===== src/rtl/tsp_tour_eval_if.sv =====
// Tour stream and result bundle for tsp_tour_eval.
// master drives the city stream; slave is the evaluator.
interface tsp_tour_eval_if #(
    parameter int CITY_W = 3,
    parameter int COST_W = 12
);
    logic              city_valid;
    logic              city_ready;
    logic [CITY_W-1:0] city_idx;
    logic              city_last;
    logic              cost_valid;
    logic [COST_W-1:0] cost;
    logic              tour_err;
    logic [COST_W-1:0] best_cost;
    logic              best_upd;

    modport master (
        output city_valid, city_idx, city_last,
        input  city_ready, cost_valid, cost, tour_err, best_cost, best_upd
    );

    modport slave (
        input  city_valid, city_idx, city_last,
        output city_ready, cost_valid, cost, tour_err, best_cost, best_upd
    );
endinterface


===== src/rtl/tsp_tour_eval.sv =====
// Closed-tour cost evaluator with permutation check and best-cost tracking.
// Optional best-tour capture and readback when TSP_BEST_TOUR_EN is defined.
module tsp_tour_eval #(
    parameter int N_CITY = 8,
    parameter int CITY_W = 3,
    parameter int DIST_W = 8,
    parameter int COST_W = 12
) (
    input  logic              clk,
    input  logic              rst,
    input  logic              dist_we,
    input  logic [CITY_W-1:0] dist_wi,
    input  logic [CITY_W-1:0] dist_wj,
    input  logic [DIST_W-1:0] dist_wdata,
`ifdef TSP_BEST_TOUR_EN
    input  logic [CITY_W-1:0] best_rd_idx,
    output logic [CITY_W-1:0] best_rd_city,
`endif
    tsp_tour_eval_if.slave    tour
);

    localparam int IDX_W = (N_CITY > 1) ? $clog2(N_CITY) : 1;
    localparam int CNT_W = $clog2(N_CITY + 2);
    localparam int SUM_W = ((COST_W > DIST_W) ? COST_W : DIST_W) + 1;
    localparam logic [COST_W-1:0] COST_MAX = '1;
    localparam logic [CNT_W-1:0]  CNT_FULL = CNT_W'(N_CITY);
    localparam logic [CNT_W-1:0]  CNT_SAT  = CNT_W'(N_CITY + 1);

    typedef enum logic [1:0] {IDLE, ACCUM, CLOSE, DONE} state_t;

    function automatic logic in_range(input logic [CITY_W-1:0] c);
        return (int'(c) < N_CITY);
    endfunction

    function automatic logic [COST_W-1:0] sat_add(input logic [COST_W-1:0] a,
                                                  input logic [DIST_W-1:0] b);
        logic [SUM_W-1:0] s;
        s = SUM_W'(a) + SUM_W'(b);
        return (s > SUM_W'(COST_MAX)) ? COST_MAX : s[COST_W-1:0];
    endfunction

    state_t              state_q, state_d;
    logic [CITY_W-1:0]   first_q, first_d;
    logic [CITY_W-1:0]   prev_q, prev_d;
    logic [COST_W-1:0]   acc_q, acc_d;
    logic [N_CITY-1:0]   visited_q, visited_d;
    logic [CNT_W-1:0]    count_q, count_d;
    logic                err_q, err_d;
    logic [COST_W-1:0]   cost_q, cost_d;
    logic                cost_valid_q, cost_valid_d;
    logic                tour_err_q, tour_err_d;
    logic [COST_W-1:0]   best_cost_q, best_cost_d;
    logic                best_upd_q, best_upd_d;

    logic [DIST_W-1:0]   dist_q [N_CITY][N_CITY];
    logic [DIST_W-1:0]   step_dist;
    logic [DIST_W-1:0]   close_dist;
    logic                city_ready;
    logic                accept;
    logic                idx_ok;
    logic [N_CITY-1:0]   idx_oh;

    // Distance table: old value is seen on a same-cycle read, out-of-range writes dropped
    always_ff @(posedge clk or posedge rst) begin
        if (rst) begin
            for (int unsigned i = 0; i < N_CITY; i++) begin
                for (int unsigned j = 0; j < N_CITY; j++) begin
                    dist_q[i][j] <= '0;
                end
            end
        end else if (dist_we && in_range(dist_wi) && in_range(dist_wj)) begin
            dist_q[dist_wi[IDX_W-1:0]][dist_wj[IDX_W-1:0]] <= dist_wdata;
        end
    end

    always_comb begin
        step_dist = '0;
        if (in_range(prev_q) && in_range(tour.city_idx)) begin
            step_dist = dist_q[prev_q[IDX_W-1:0]][tour.city_idx[IDX_W-1:0]];
        end
    end

    always_comb begin
        close_dist = '0;
        if (in_range(prev_q) && in_range(first_q)) begin
            close_dist = dist_q[prev_q[IDX_W-1:0]][first_q[IDX_W-1:0]];
        end
    end

    assign city_ready = (state_q == IDLE) || (state_q == ACCUM);
    assign accept     = tour.city_valid && city_ready;
    assign idx_ok     = in_range(tour.city_idx);
    assign idx_oh     = idx_ok ? (N_CITY'(1) << tour.city_idx[IDX_W-1:0]) : '0;

    always_comb begin
        state_d      = state_q;
        first_d      = first_q;
        prev_d       = prev_q;
        acc_d        = acc_q;
        visited_d    = visited_q;
        count_d      = count_q;
        err_d        = err_q;
        cost_d       = cost_q;
        cost_valid_d = 1'b0;
        tour_err_d   = tour_err_q;
        best_cost_d  = best_cost_q;
        best_upd_d   = 1'b0;
        case (state_q)
            IDLE: begin
                if (accept) begin
                    first_d   = tour.city_idx;
                    prev_d    = tour.city_idx;
                    acc_d     = '0;
                    visited_d = idx_oh;
                    count_d   = CNT_W'(1);
                    err_d     = !idx_ok;
                    state_d   = tour.city_last ? CLOSE : ACCUM;
                end
            end
            ACCUM: begin
                if (accept) begin
                    acc_d     = sat_add(acc_q, step_dist);
                    prev_d    = tour.city_idx;
                    // Count saturates past N_CITY so long tours can never alias a full one
                    if (count_q != CNT_SAT) begin
                        count_d = count_q + CNT_W'(1);
                    end
                    if (!idx_ok || ((visited_q & idx_oh) != '0)) begin
                        err_d = 1'b1;
                    end
                    visited_d = visited_q | idx_oh;
                    if (tour.city_last) begin
                        state_d = CLOSE;
                    end
                end
            end
            CLOSE: begin
                acc_d = sat_add(acc_q, close_dist);
                if (count_q != CNT_FULL) begin
                    err_d = 1'b1;
                end
                state_d = DONE;
            end
            DONE: begin
                cost_d       = acc_q;
                tour_err_d   = err_q;
                cost_valid_d = 1'b1;
                if (!err_q && (acc_q < best_cost_q)) begin
                    best_cost_d = acc_q;
                    best_upd_d  = 1'b1;
                end
                state_d = IDLE;
            end
            default: state_d = IDLE;
        endcase
    end

    always_ff @(posedge clk or posedge rst) begin
        if (rst) begin
            state_q      <= IDLE;
            first_q      <= '0;
            prev_q       <= '0;
            acc_q        <= '0;
            visited_q    <= '0;
            count_q      <= '0;
            err_q        <= 1'b0;
            cost_q       <= '0;
            cost_valid_q <= 1'b0;
            tour_err_q   <= 1'b0;
            best_cost_q  <= '1;
            best_upd_q   <= 1'b0;
        end else begin
            state_q      <= state_d;
            first_q      <= first_d;
            prev_q       <= prev_d;
            acc_q        <= acc_d;
            visited_q    <= visited_d;
            count_q      <= count_d;
            err_q        <= err_d;
            cost_q       <= cost_d;
            cost_valid_q <= cost_valid_d;
            tour_err_q   <= tour_err_d;
            best_cost_q  <= best_cost_d;
            best_upd_q   <= best_upd_d;
        end
    end

    assign tour.city_ready = city_ready;
    assign tour.cost_valid = cost_valid_q;
    assign tour.cost       = cost_q;
    assign tour.tour_err   = tour_err_q;
    assign tour.best_cost  = best_cost_q;
    assign tour.best_upd   = best_upd_q;

`ifdef TSP_BEST_TOUR_EN
    logic [CITY_W-1:0] tour_buf_q [N_CITY];
    logic [CITY_W-1:0] best_buf_q [N_CITY];

    // Position of an ACCUM beat is the count of cities already taken
    always_ff @(posedge clk or posedge rst) begin
        if (rst) begin
            for (int unsigned i = 0; i < N_CITY; i++) begin
                tour_buf_q[i] <= '0;
                best_buf_q[i] <= '0;
            end
        end else begin
            if (accept && (state_q == IDLE)) begin
                tour_buf_q[0] <= tour.city_idx;
            end else if (accept && (int'(count_q) < N_CITY)) begin
                tour_buf_q[count_q[IDX_W-1:0]] <= tour.city_idx;
            end
            if (best_upd_d) begin
                for (int unsigned i = 0; i < N_CITY; i++) begin
                    best_buf_q[i] <= tour_buf_q[i];
                end
            end
        end
    end

    always_comb begin
        best_rd_city = '0;
        if (in_range(best_rd_idx)) begin
            best_rd_city = best_buf_q[best_rd_idx[IDX_W-1:0]];
        end
    end
`endif

endmodule


===== src/flat_wrapper.sv =====
// flat-port wrapper written by rule: the top's interface ports become plain ports
module tsp_tour_eval_flat 
#(
    parameter int N_CITY = 8,
    parameter int CITY_W = 3,
    parameter int DIST_W = 8,
    parameter int COST_W = 12
)
  (clk, rst, dist_we, dist_wi, dist_wj, dist_wdata, tour_city_valid, tour_city_idx, tour_city_last, tour_city_ready, tour_cost_valid, tour_cost, tour_tour_err, tour_best_cost, tour_best_upd);
  tsp_tour_eval_if #(.CITY_W(CITY_W), .COST_W(COST_W)) tour_i ();
  input  logic clk;
  input  logic rst;
  input  logic dist_we;
  input  logic [CITY_W-1:0] dist_wi;
  input  logic [CITY_W-1:0] dist_wj;
  input  logic [DIST_W-1:0] dist_wdata;
  input wire logic [$bits(tour_i.city_valid)-1:0] tour_city_valid;
  input wire logic [$bits(tour_i.city_idx)-1:0] tour_city_idx;
  input wire logic [$bits(tour_i.city_last)-1:0] tour_city_last;
  output wire logic [$bits(tour_i.city_ready)-1:0] tour_city_ready;
  output wire logic [$bits(tour_i.cost_valid)-1:0] tour_cost_valid;
  output wire logic [$bits(tour_i.cost)-1:0] tour_cost;
  output wire logic [$bits(tour_i.tour_err)-1:0] tour_tour_err;
  output wire logic [$bits(tour_i.best_cost)-1:0] tour_best_cost;
  output wire logic [$bits(tour_i.best_upd)-1:0] tour_best_upd;
  assign tour_i.city_valid = tour_city_valid;
  assign tour_i.city_idx = tour_city_idx;
  assign tour_i.city_last = tour_city_last;
  assign tour_city_ready = tour_i.city_ready;
  assign tour_cost_valid = tour_i.cost_valid;
  assign tour_cost = tour_i.cost;
  assign tour_tour_err = tour_i.tour_err;
  assign tour_best_cost = tour_i.best_cost;
  assign tour_best_upd = tour_i.best_upd;
  tsp_tour_eval #(.N_CITY(N_CITY), .CITY_W(CITY_W), .DIST_W(DIST_W), .COST_W(COST_W)) u_core (.clk(clk), .rst(rst), .dist_we(dist_we), .dist_wi(dist_wi), .dist_wj(dist_wj), .dist_wdata(dist_wdata), .tour(tour_i));
endmodule

===== config.mk =====
export PLATFORM = sky130hd
export DESIGN_NAME = tsp_tour_eval_flat
export DESIGN_NICKNAME = d
export VERILOG_FILES = /design/src/rtl/tsp_tour_eval_if.sv /design/src/rtl/tsp_tour_eval.sv /design/src/flat_wrapper.sv
export SDC_FILE = /design/constraint.sdc
export NUM_CORES = 1
export LEC_CHECK = 0
export CAP_MARGIN = 10
export CORE_UTILIZATION = 26
export CTS_BUF_LIST = sky130_fd_sc_hd__clkbuf_2
export DETAILED_ROUTE_END_ITERATION = 10
export DONT_BUFFER_PORTS = 1
export PLACE_DENSITY_LB_ADDON = 0.05
export SETUP_SLACK_MARGIN = 0.15
export SYNTH_ARGS = -nofsm -noshare
export SYNTH_HDL_FRONTEND = slang
export SYNTH_SLANG_ARGS = --single-unit

===== constraint.sdc =====
create_clock -name clk -period 27.9 [get_ports clk]
set_input_delay 1.395 -clock clk [delete_from_list [all_inputs] [get_ports clk]]
set_output_delay 1.395 -clock clk [all_outputs]
set_load 0.02 [all_outputs]

==> results.txt <==
- The floorplan step set the die height to 331 um.
- Maximum root-to-sink buffer count: 3
- Summed over all nets, the half-perimeter wirelength after detailed placement is 57100 um.
* Weighted congestion reported at the end of routability-driven placement: about 0.79
- Counting tap cells, the placed design contains a total of 3300 instances.
- Width of the die: 331 um
- Detailed-router iteration count before antenna repair: 7
- In this run the static leakage power is between 10 and 15 nW.
- Final setup vio count: 0
- Total routed wirelength: 89900 um
- STA classifies the critical path startpoint as a flop.
- Remaining Overflow, GRT: 0
- After synthesis the cells add up to around 28000 sq um.
- Later-pin clock latency in the skew report: between 1000 and 1500 ps
- Category of the worst setup path capture point: flop
- The first global-routing pass estimated about 130000 um of wire.
- Shortest clock period the worst path allows after layout: 6200 ps
* Clock tree from TritonCTS: built
- Total power consumption of the routed design: roughly 2.6 mW
- Portion of synthesized cell area occupied by the leading cell type: 0.498
- The number of global-route vias before repair came to about 19000.
- The initial antenna violation count was 6.
- For this run, the top clock speed supported by timing is around 0.16 GHz.
- Post-synth ARST share: 1.00
- After clock tree synthesis, the setup repair step added 0 buffers.
- Cell count after synthesis: 2016
* Clock skew after layout: ~100 ps
* Area of the multi-input gates: 13000 sq um
- Largest cells by area after synthesis: sky130_fd_sc_hd__dfrtp_1 50%, sky130_fd_sc_hd__mux2_2 24%, sky130_fd_sc_hd__mux4_2 7.2%
* Critical path arrival: ~7500 ps
- Sequential cell area fraction in the yosys report: 0.509
* Hold buffers post-CTS: 15
- By instance count, the leading cell after synthesis is sky130_fd_sc_hd__mux2_2.
- Warnings, synthesis: 0
* Resize count post-CTS: 0
- Starting utilization of the core area: 0.263
- Counting every net in the synthesized netlist gives between 2000 and 2500.
- Count of flip-flops with a built-in enable after synthesis: 0
- Fill cells in the final layout number about 11000.
- Clock-pin slew was measured on the worst setup and hold paths at between 100 and 150 ps.
- GRT Total Usage: 0.168
- Most frequent cells after synthesis: 606 x sky130_fd_sc_hd__mux2_2, 560 x sky130_fd_sc_hd__dfrtp_1, 90 x sky130_fd_sc_hd__mux4_2
* Largest net degree at the start of global routing: approximately 110
- Number of sinks driven by the clock tree: approximately 570
- Number of DRC markers after the initial detailed-route iteration: about 830
- P&R area growth vs syn: 11.2%
* Final setup TNS: 0 ps
- Of the cells placed in the final design, the portion with a size suffix greater than 1 is 0.469.
- Synthesis-stage register bit count: 572
- I/O pins: 50
- Drc violations: 0
* FF+latch area: around 14000 sq um
- At the pin with the least slew margin, the transition time is roughly 1100 ps.
- Port buffer count: 0
- Final #Nets: roughly 2100
* RSZ-0062 raised after global routing: no
- By startpoint and endpoint, the worst setup path is classified as flop to flop.
- Largest area contributor in the synthesized netlist: sky130_fd_sc_hd__dfrtp_1
- Total CTS buffers: ~170
- Post-route non-filler standard cell count: 3613
- Once detail routing completed, the nets flagged for antenna violations numbered 0.
- Root Buffer Master: sky130_fd_sc_hd__clkbuf_2
* Power density normalized to cell area: approximately 85 nW/um^2
- Count of unique library cells instantiated by Yosys: 73
- Maxcap violations: 0
- Number of hold-slack violations in the final timing report: 0
- IR Drop Worst-Case VDD: 0.0000448 V
* Vias/cell: about 5
- In the synthesized netlist the dominant register cell turns out to be sky130_fd_sc_hd__dfrtp_1.
* Max-slew headroom at the worst pin: 0.233
* Number of levels the H-tree was split into: 4
- Worst path required time: 29170 ps
- Status: finished clean
- The die covers roughly 110000 sq um.
* Max Fanout on Critical Path: between 40 and 50
- Across all register-to-register paths, the minimum setup slack is approximately 22000 ps.
- Number of standard-cell rows in the floorplan: 120
- Class of the most critical hold timing path: input pin to flop
- The region available for standard cell placement spans ~110000 sq um.
- Part of the cycle the worst path needs: 0.222
- Slew Viols, Final: 0
- DR vias: around 18000
* Avg WL per Cell: approximately 25 um
- After synthesis, the mean cell area works out to ~14 sq um.
[metal layers]
| metal | vias up | track usage | wire (um) |
|---|---|---|---|
| met1 | 9288 | 0.225 | 41500 |
| met4 | 0 | 0.0598 | 2460 |
| met2 | 394 | 0.265 | 41800 |
| met3 | 149 | 0.0388 | 4130 |
| li1 | 7733 | - | - |
| met5 | - | 0 | 0 |
[state kept, by name (all words and copies together), names as in the netlist]
name	flops
u_core.tour.best_upd	1
u_core.tour.tour_err	1
u_core.tour.best_cost	12
u_core.tour.cost_valid	1
u_core.dist_q	512
u_core.state_q	2
u_core.err_q	1
u_core.prev_q	3
u_core.first_q	3
u_core.count_q	4
u_core.acc_q	12
u_core.tour.cost	12
u_core.visited_q	8
[cell usage in the layout (no fill, tap or decap), drive strengths merged, types with 6 or more instances in the layout]
cell,n
a21o,9
a21oi,21
a22o,17
buf,29
bufinv,6
clkbuf,249
clkinv,32
dfrtp,560
dfstp,12
diode,6
dlygate4sd3,7
ha,34
inv,35
mux2,606
mux2i,55
mux4,107
nand2,85
nand2b,15
nand3,21
nor2,65
nor2b,13
nor3,10
o211ai,8
o21ai,84
o221ai,15
o22a,7
o22ai,17
xnor2,9
[layout make-up]
class,instances,share of cell area
Antenna cell,6,0.000480
Multi-Input combinational cell,1273,0.416
Sequential cell,572,0.458
Clock inverter,43,0.0106
Tap cell,1403,0.0561
Clock buffer,249,0.0398
Inverter,31,0.00396
Timing Repair Buffer,36,0.0147
[final timing paths]
kind	startpoint	endpoint	depth (start not counted)
worst min register to register	u_core.visited_q[6]	u_core.visited_q[6]	1
worst max register to register	u_core.prev_q[2]	u_core.acc_q[9]	14
min in group asynchronous	rst	u_core.dist_q[39]	2
worst max-delay path	u_core.prev_q[2]	u_core.acc_q[9]	14
max in group asynchronous	rst	u_core.dist_q[91]	5
worst min-delay path	tour_city_last	u_core.state_q[1]	2
[metrics by stage]
| stage | setup slack (ps) | utilization | hold slack (ps) | area (sq um) |
|---|---|---|---|---|
| detailed placement | 21620 | 0.274 | 482 | 29400 |
| finish | 21700 | 0.292 | 325 | 31300 |
| CTS | 21540 | 0.292 | 29.1 | 31300 |
| global route | 21330 | 0.292 | 78.2 | 31300 |
| floorplan | 10520 | - | 450 | 28200 |
| global placement | 21650 | 0.274 | 473 | 29400 |
[power by group]
| group | leakage [nW] | switching [mW] | internal, mW |
|---|---|---|---|
| clock | 1.19 | 0.379 | 0.292 |
| combinational | 5.59 | 0.491 | 0.400 |
| sequential | 7.56 | 0.125 | 0.959 |
| total | 14.3 | 0.996 | 1.65 |
[logic make-up after synthesis]
family | share of synthesized area
muxes | 0.350
DFF | 0.509
and+or+nand+nor | 0.0416
AOI/OAI and AO/OA | 0.0519
buffers and inverters | 0.0282
adders and majority gates | 0.0165
xor gates and xnor gates | 0.00311
[critical path: stages (launching register included)]
cell and delay [ps]:
sky130_fd_sc_hd__dfrtp_4 1050, sky130_fd_sc_hd__buf_4 850, sky130_fd_sc_hd__buf_4 650, sky130_fd_sc_hd__mux4_1 620
sky130_fd_sc_hd__mux2_2 350, sky130_fd_sc_hd__mux2_2 290, sky130_fd_sc_hd__a221oi_2 200, sky130_fd_sc_hd__o21ai_1 100
sky130_fd_sc_hd__ha_1 360, sky130_fd_sc_hd__a21oi_1 170, sky130_fd_sc_hd__nand2_1 70, sky130_fd_sc_hd__a31oi_1 390
sky130_fd_sc_hd__o21ai_0 260, sky130_fd_sc_hd__a31o_2 300, sky130_fd_sc_hd__a211o_1 290
No activity file was read; power rests on OpenSTA's default activity.
